==> src/rtl/siaa_pkg.sv <==
// Shared types and instruction-field helpers for the 9-bit SIAA core.
// R-type opcodes live in inst[3:0] (inst[8]=0); I-type opcodes in inst[2:0] (inst[8]=1).
package siaa_pkg;

    typedef enum logic [2:0] {
        S_IDLE,
        S_FETCH,
        S_DECODE,
        S_EXEC,
        S_MEM,
        S_WB,
        S_HALT
    } state_t;

    localparam logic [3:0] R_J    = 4'd13;
    localparam logic [3:0] R_BR   = 4'd12;
    localparam logic [3:0] R_LW   = 4'd8;
    localparam logic [3:0] R_SW   = 4'd9;
    localparam logic [2:0] I_TERM = 3'd6;

    function automatic logic is_itype(input logic [8:0] inst);
        return inst[8];
    endfunction

    function automatic logic [3:0] r_op(input logic [8:0] inst);
        return inst[3:0];
    endfunction

    function automatic logic [2:0] i_op(input logic [8:0] inst);
        return inst[2:0];
    endfunction

    function automatic logic is_terminate(input logic [8:0] inst);
        return is_itype(inst) && (i_op(inst) == I_TERM);
    endfunction

    function automatic logic is_jump(input logic [8:0] inst);
        return !is_itype(inst) && (r_op(inst) == R_J);
    endfunction

    function automatic logic is_br(input logic [8:0] inst);
        return !is_itype(inst) && (r_op(inst) == R_BR);
    endfunction

    function automatic logic is_lw(input logic [8:0] inst);
        return !is_itype(inst) && (r_op(inst) == R_LW);
    endfunction

    function automatic logic is_sw(input logic [8:0] inst);
        return !is_itype(inst) && (r_op(inst) == R_SW);
    endfunction

endpackage

==> src/rtl/mem_wait_timer.sv <==
// Down-counter bounding how long MEM waits for mem_ready.
// Loaded on MEM entry; expire is the terminal-count compare at zero.
module mem_wait_timer #(
    parameter int W = 4
) (
    input  logic         clk,
    input  logic         reset,
    input  logic         load,
    input  logic         dec,
    input  logic [W-1:0] load_val,
    output logic         expire
);

    logic [W-1:0] count;

    always_ff @(posedge clk or posedge reset) begin
        if (reset) begin
            count <= '0;
        end else if (load) begin
            count <= load_val;
        end else if (dec && (count != '0)) begin
            count <= count - W'(1);
        end
    end

    assign expire = (count == '0);

endmodule

==> src/rtl/instr_sequencer.sv <==
// Multi-cycle FETCH/DECODE/EXEC-MEM-WB sequencer for the SIAA core.
// Owns the pc, retire counter and timeout flag; all strobes are registered from next state.
module instr_sequencer
    import siaa_pkg::*;
#(
    parameter int PC_W        = 10,
    parameter int START_PC    = 0,
    parameter int MEM_TIMEOUT = 15
) (
    input  logic            clk,
    input  logic            reset,
    input  logic            start,
    input  logic [8:0]      inst,
    input  logic            reg_write,
    input  logic            reg_set,
    input  logic            mem_read,
    input  logic            mem_write,
    input  logic            branch,
    input  logic            branch_cond,
    input  logic [PC_W-1:0] branch_target,
    input  logic            mem_ready,
    output logic [PC_W-1:0] pc,
    output logic            ir_en,
    output logic            rf_we,
    output logic            rf_set_we,
    output logic            dm_req,
    output logic            dm_we,
    output logic            busy,
    output logic            done,
    output logic            err,
    output logic [15:0]     instr_count
);

    localparam int              TMR_W    = $clog2(MEM_TIMEOUT + 1);
    localparam logic [PC_W-1:0] PC_START = PC_W'(START_PC);
    localparam logic [PC_W-1:0] PC_ONE   = PC_W'(1);
    localparam logic [TMR_W-1:0] TMR_LOAD = TMR_W'(MEM_TIMEOUT - 1);

    state_t state, state_n;
    logic   mem_read_q, mem_write_q, branch_q, jump_q;
    logic   tmr_load, tmr_dec, tmr_expire;
    logic   take_branch, mem_write_sel, count_retire;
    logic   unused_inst;

    assign unused_inst = ^inst[7:4];

    always_comb begin
        state_n = state;
        case (state)
            S_IDLE, S_HALT: if (start) state_n = S_FETCH;
            S_FETCH:        state_n = S_DECODE;
            S_DECODE: begin
                if (is_terminate(inst))          state_n = S_HALT;
                else if (mem_read || mem_write)  state_n = S_MEM;
                else                             state_n = S_EXEC;
            end
            S_EXEC:         state_n = S_FETCH;
            S_MEM: begin
                if (mem_ready)       state_n = mem_read_q ? S_WB : S_FETCH;
                else if (tmr_expire) state_n = S_HALT;
            end
            S_WB:           state_n = S_FETCH;
            default:        state_n = S_IDLE;
        endcase
    end

    assign tmr_load      = (state == S_DECODE) && (state_n == S_MEM);
    assign tmr_dec       = (state == S_MEM) && !mem_ready;
    assign take_branch   = branch_q && (jump_q || branch_cond);
    // dm_we is registered on MEM entry, before the decoder bits are captured
    assign mem_write_sel = (state == S_DECODE) ? mem_write : mem_write_q;
    assign count_retire  = (state_n == S_FETCH) &&
                           ((state == S_EXEC) || (state == S_MEM) || (state == S_WB));

    mem_wait_timer #(.W(TMR_W)) u_mem_wait_timer (
        .clk      (clk),
        .reset    (reset),
        .load     (tmr_load),
        .dec      (tmr_dec),
        .load_val (TMR_LOAD),
        .expire   (tmr_expire)
    );

    always_ff @(posedge clk or posedge reset) begin
        if (reset) begin
            state       <= S_IDLE;
            pc          <= PC_START;
            instr_count <= '0;
            err         <= 1'b0;
            ir_en       <= 1'b0;
            rf_we       <= 1'b0;
            rf_set_we   <= 1'b0;
            dm_req      <= 1'b0;
            dm_we       <= 1'b0;
            busy        <= 1'b0;
            done        <= 1'b0;
            mem_read_q  <= 1'b0;
            mem_write_q <= 1'b0;
            branch_q    <= 1'b0;
            jump_q      <= 1'b0;
        end else begin
            state     <= state_n;
            ir_en     <= (state_n == S_FETCH);
            busy      <= (state_n != S_IDLE) && (state_n != S_HALT);
            done      <= (state_n == S_HALT);
            rf_we     <= ((state_n == S_EXEC) && reg_write) || (state_n == S_WB);
            rf_set_we <= (state_n == S_EXEC) && reg_set;
            dm_req    <= (state_n == S_MEM);
            dm_we     <= (state_n == S_MEM) && mem_write_sel;

            if (state == S_DECODE) begin
                mem_read_q  <= mem_read;
                mem_write_q <= mem_write;
                branch_q    <= branch;
                jump_q      <= is_jump(inst);
            end

            case (state)
                S_IDLE, S_HALT: begin
                    if (start) begin
                        pc          <= PC_START;
                        instr_count <= '0;
                        err         <= 1'b0;
                    end
                end
                S_EXEC: pc <= take_branch ? branch_target : pc + PC_ONE;
                S_MEM: begin
                    if (mem_ready && !mem_read_q) pc  <= pc + PC_ONE;
                    else if (!mem_ready && tmr_expire) err <= 1'b1;
                end
                S_WB:   pc <= pc + PC_ONE;
                default: ;
            endcase

            if (count_retire && (instr_count != 16'hFFFF)) begin
                instr_count <= instr_count + 16'd1;
            end
        end
    end

endmodule

==> config.mk <==
export PLATFORM = sky130hd
export DESIGN_NAME = instr_sequencer
export DESIGN_NICKNAME = d
export VERILOG_FILES = /design/src/rtl/siaa_pkg.sv /design/src/rtl/mem_wait_timer.sv /design/src/rtl/instr_sequencer.sv
export SDC_FILE = /design/constraint.sdc
export NUM_CORES = 1
export LEC_CHECK = 0
export BUFFER_PORTS_ARGS = -buffer_cell sky130_fd_sc_hd__buf_4
export CORE_ASPECT_RATIO = 0.5
export CORE_MARGIN = 8
export CORE_UTILIZATION = 35
export CTS_CLUSTER_SIZE = 40
export DETAILED_ROUTE_END_ITERATION = 7
export SYNTH_ARGS = -nofsm -noshare
export SYNTH_HDL_FRONTEND = slang
export SYNTH_SLANG_ARGS = --single-unit
==> constraint.sdc <==
create_clock -name clk -period 2 [get_ports clk]
set_input_delay 0.4 -clock clk [delete_from_list [all_inputs] [get_ports clk]]
set_output_delay 0.4 -clock clk [all_outputs]
set_load 0.02 [all_outputs]
==> flow_summary.json <==
{
  "cts_hold_buf": 0,
  "cts_resized": 0,
  "cts_buffers": 5,
  "dp_hpwl_um": 4920,
  "r2r_slack_ps": 100,
  "synth_warnings": 0,
  "relSlewSlack": 0.541,
  "fmax_ghz": 0.527,
  "drv_cap": 0,
  "synth_seq_cells": 45,
  "endpoint_kind": "flop",
  "antennaDiodeCount": 0,
  "nNetsFinal": 366,
  "crit_required_ps": 2180,
  "ff2ff_path_depth": 8,
  "clock_power_share": 0.222,
  "synth_cell_types": 57,
  "finalWirelength_um": 6520,
  "vias": 2283,
  "p_switching_w": 0.00165,
  "ir_drop_v": 0.000440,
  "synth.net_count": 293,
  "drc": 0,
  "hold_viol_final": 0,
  "netlist_area_sq_mm": 0.00248,
  "layout_common_cells": "buf_4, dfrtp_1, nand2_1",
  "dieWidth_um": 135,
  "synth_area_leaders": "dfrtp_1, nand2_1, o21ai_0",
  "power.density_mw_per_mm2": 1260,
  "clk_pin_slew_ps": 60,
  "fin_crit_sh": 0.949,
  "hold_path.class": "input port to asynchronous set/reset pin",
  "reg2reg_from": "u_mem_wait_timer.count[0]$_DFFE_PP0P_",
  "synth_area_leader_cell": "dfrtp_1",
  "initial_core_util": 0.366,
  "grt_usage": 0.135,
  "p_comb_frac": 0.454,
  "holdWs_ps": 134,
  "leakage_nw": 1.52,
  "cts.sinks": 45,
  "antenna_found_initial": 0,
  "globalplace.congestion": 0.837,
  "setup_violations": 0,
  "place_ws_ps": 68.3,
  "synth_top_flop_cell": "dfrtp_1",
  "core_area_sq_mm": 0.00678,
  "die_h_um": 75.6,
  "synth_edf_count": 0,
  "crit_arrival_ps": 2080,
  "grtUsageMet2": 0.215,
  "intPower_w": 0.00249,
  "die_area_sq_mm": 0.0102,
  "power_switching_share": 0.398,
  "grt_overflow_total": 0,
  "drtPass1Iterations": 4,
  "ys_seq_area_frac": 0.454,
  "slew_viol_final": 0,
  "post_cts_buffers": 0,
  "status": "finished, final reports clean",
  "routedWlPerCell_um": 15.3,
  "dr.first_iter.drc_count": 169,
  "met3_usage": 0.0401,
  "layout_setup_ws_ps": 102,
  "cts_tree": "done",
  "pwr-share-seq": 0.324,
  "port_buffers": 58,
  "grt_pass1_wl_um": 11100,
  "rsz0062_at_grt": "no",
  "grt_max_degree": 29,
  "critPathLaunchType": "flop",
  "avgSynthCellArea_sq_um": 9.51,
  "via_per_inst": 5.36,
  "syn_inst": 261,
  "clockBufferDepth": 2,
  "crit_type": "flop to flop",
  "grtUsageMet1": 0.171,
  "ant_nets": 0,
  "cts-root-buf": "clkbuf_16",
  "final_common_cell": "buf_4",
  "first_global_vias": 2286,
  "cts_max_level": 2,
  "reg2reg_to": "dm_we$_DFF_PP0_",
  "io_pins": 63,
  "finish.cell_count_without_fillers": 426,
  "synth_top_area_frac": 0.454,
  "async_flop_share": 1.00,
  "area_growth_pct": 32.7,
  "insertion_delay_ps": 290,
  "tightest_slew_ps": 685,
  "min_period_ps": 1900,
  "tns_ps": 0,
  "drive_gt1_frac": 0.302,
  "gr-max-usage-layer": "met2",
  "skew_ps": 2.97,
  "row_count": 21,
  "placed_cells": 419,
  "crit_path_max_fanout": 4
}
==> cells by family (layout without fill, tap and decap cells) <==
| family | Yosys count | in the layout | synth area share |
|---|---|---|---|
| AOI/OAI and AO/OA | 76 | 76 | 0.225 |
| DFF | 45 | 45 | 0.454 |
| buffers and inverters | 18 | 91 | 0.0307 |
| xor gates and xnor gates | 7 | 7 | 0.0247 |
| muxes | 3 | 3 | 0.0136 |
| adders and majority gates | 3 | 3 | 0.0151 |
| and+or+nand+nor | 109 | 109 | 0.237 |
==> power groups by stage <==
stage                     combinational, W  sequential [W]  clock (W)
after floorplan                    0.00105         0.00148          0
after global placement             0.00184         0.00135          0
after detailed placement           0.00186         0.00136          0
after CTS                          0.00187         0.00134   0.000942
after global routing               0.00207         0.00138   0.000988
final                              0.00188         0.00134   0.000922
==> synthesized netlist by cell type, types with 3 or more instances <==
| cell | count |
|---|---|
| dfrtp_1 | 45 |
| and2_1 | 5 |
| o21ai_0 | 21 |
| nand2_1 | 31 |
| nand4_1 | 4 |
| o211ai_1 | 4 |
| a21o_1 | 4 |
| a21oi_1 | 10 |
| or3_1 | 4 |
| xnor2_1 | 6 |
| nor3_1 | 9 |
| nand2b_1 | 3 |
| and3_1 | 11 |
| a31oi_1 | 4 |
| a22oi_1 | 6 |
| ha_1 | 3 |
| buf_2 | 4 |
| nor2b_1 | 3 |
| nor2_1 | 10 |
| inv_1 | 11 |
| nand3_1 | 16 |
| mux2_2 | 3 |
| o21a_1 | 3 |
| o2bb2ai_1 | 3 |
==> worst max-delay path by stage <==
stage,from,to,slack (ps)
after floorplan,instr_count[0]$_DFFE_PP0P_,instr_count[9]$_DFFE_PP0P_,20
after global placement,u_mem_wait_timer.count[0]$_DFFE_PP0P_,dm_we$_DFF_PP0_,90
after detailed placement,u_mem_wait_timer.count[0]$_DFFE_PP0P_,dm_we$_DFF_PP0_,70
after CTS,u_mem_wait_timer.count[0]$_DFFE_PP0P_,dm_we$_DFF_PP0_,50
after global routing,u_mem_wait_timer.count[0]$_DFFE_PP0P_,dm_we$_DFF_PP0_,20
final,u_mem_wait_timer.count[0]$_DFFE_PP0P_,dm_we$_DFF_PP0_,100
==> per-stage QoR <==
stage	util	area, sq um	total power, W
after CTS	0.484	3280	0.00415
after global placement	0.460	3120	0.00318
after floorplan	-	2480	0.00253
after global routing	0.486	3290	0.00444
final	0.486	3290	0.00415
after detailed placement	0.460	3120	0.00321
==> critical path, cell delays in order, from the launching register on <==
cell and delay, ps:
dfrtp_1 400, inv_2 80, ha_2 180, or3b_2 460, nor4_2 150, buf_4 170
a221oi_2 50, and3_1 190, and2_1 130
==> registers in the layout, indices dropped and copies added (netlist names), 3 cells and up <==
register	flops
u_mem_wait_timer.count	4
state	3
instr_count	16
pc	10
==> metal layers <==
layer,part of all wire,vias to the layer above
met3,0.044,10
met5,0,-
li1,-,1120
met1,0.48,1110
met4,0.017,0
met2,0.45,43
==> cell type report <==
class	instances	area [sq um]
fill	650	3490
multi-input combinational	198	1290
sequential	45	1130
timing repair buffer	72	553
clock buffer	5	125
tap	92	115
inverter	12	45.0
clock inverter	2	35.0
Note: power is estimated with default switching activity, not from simulation.
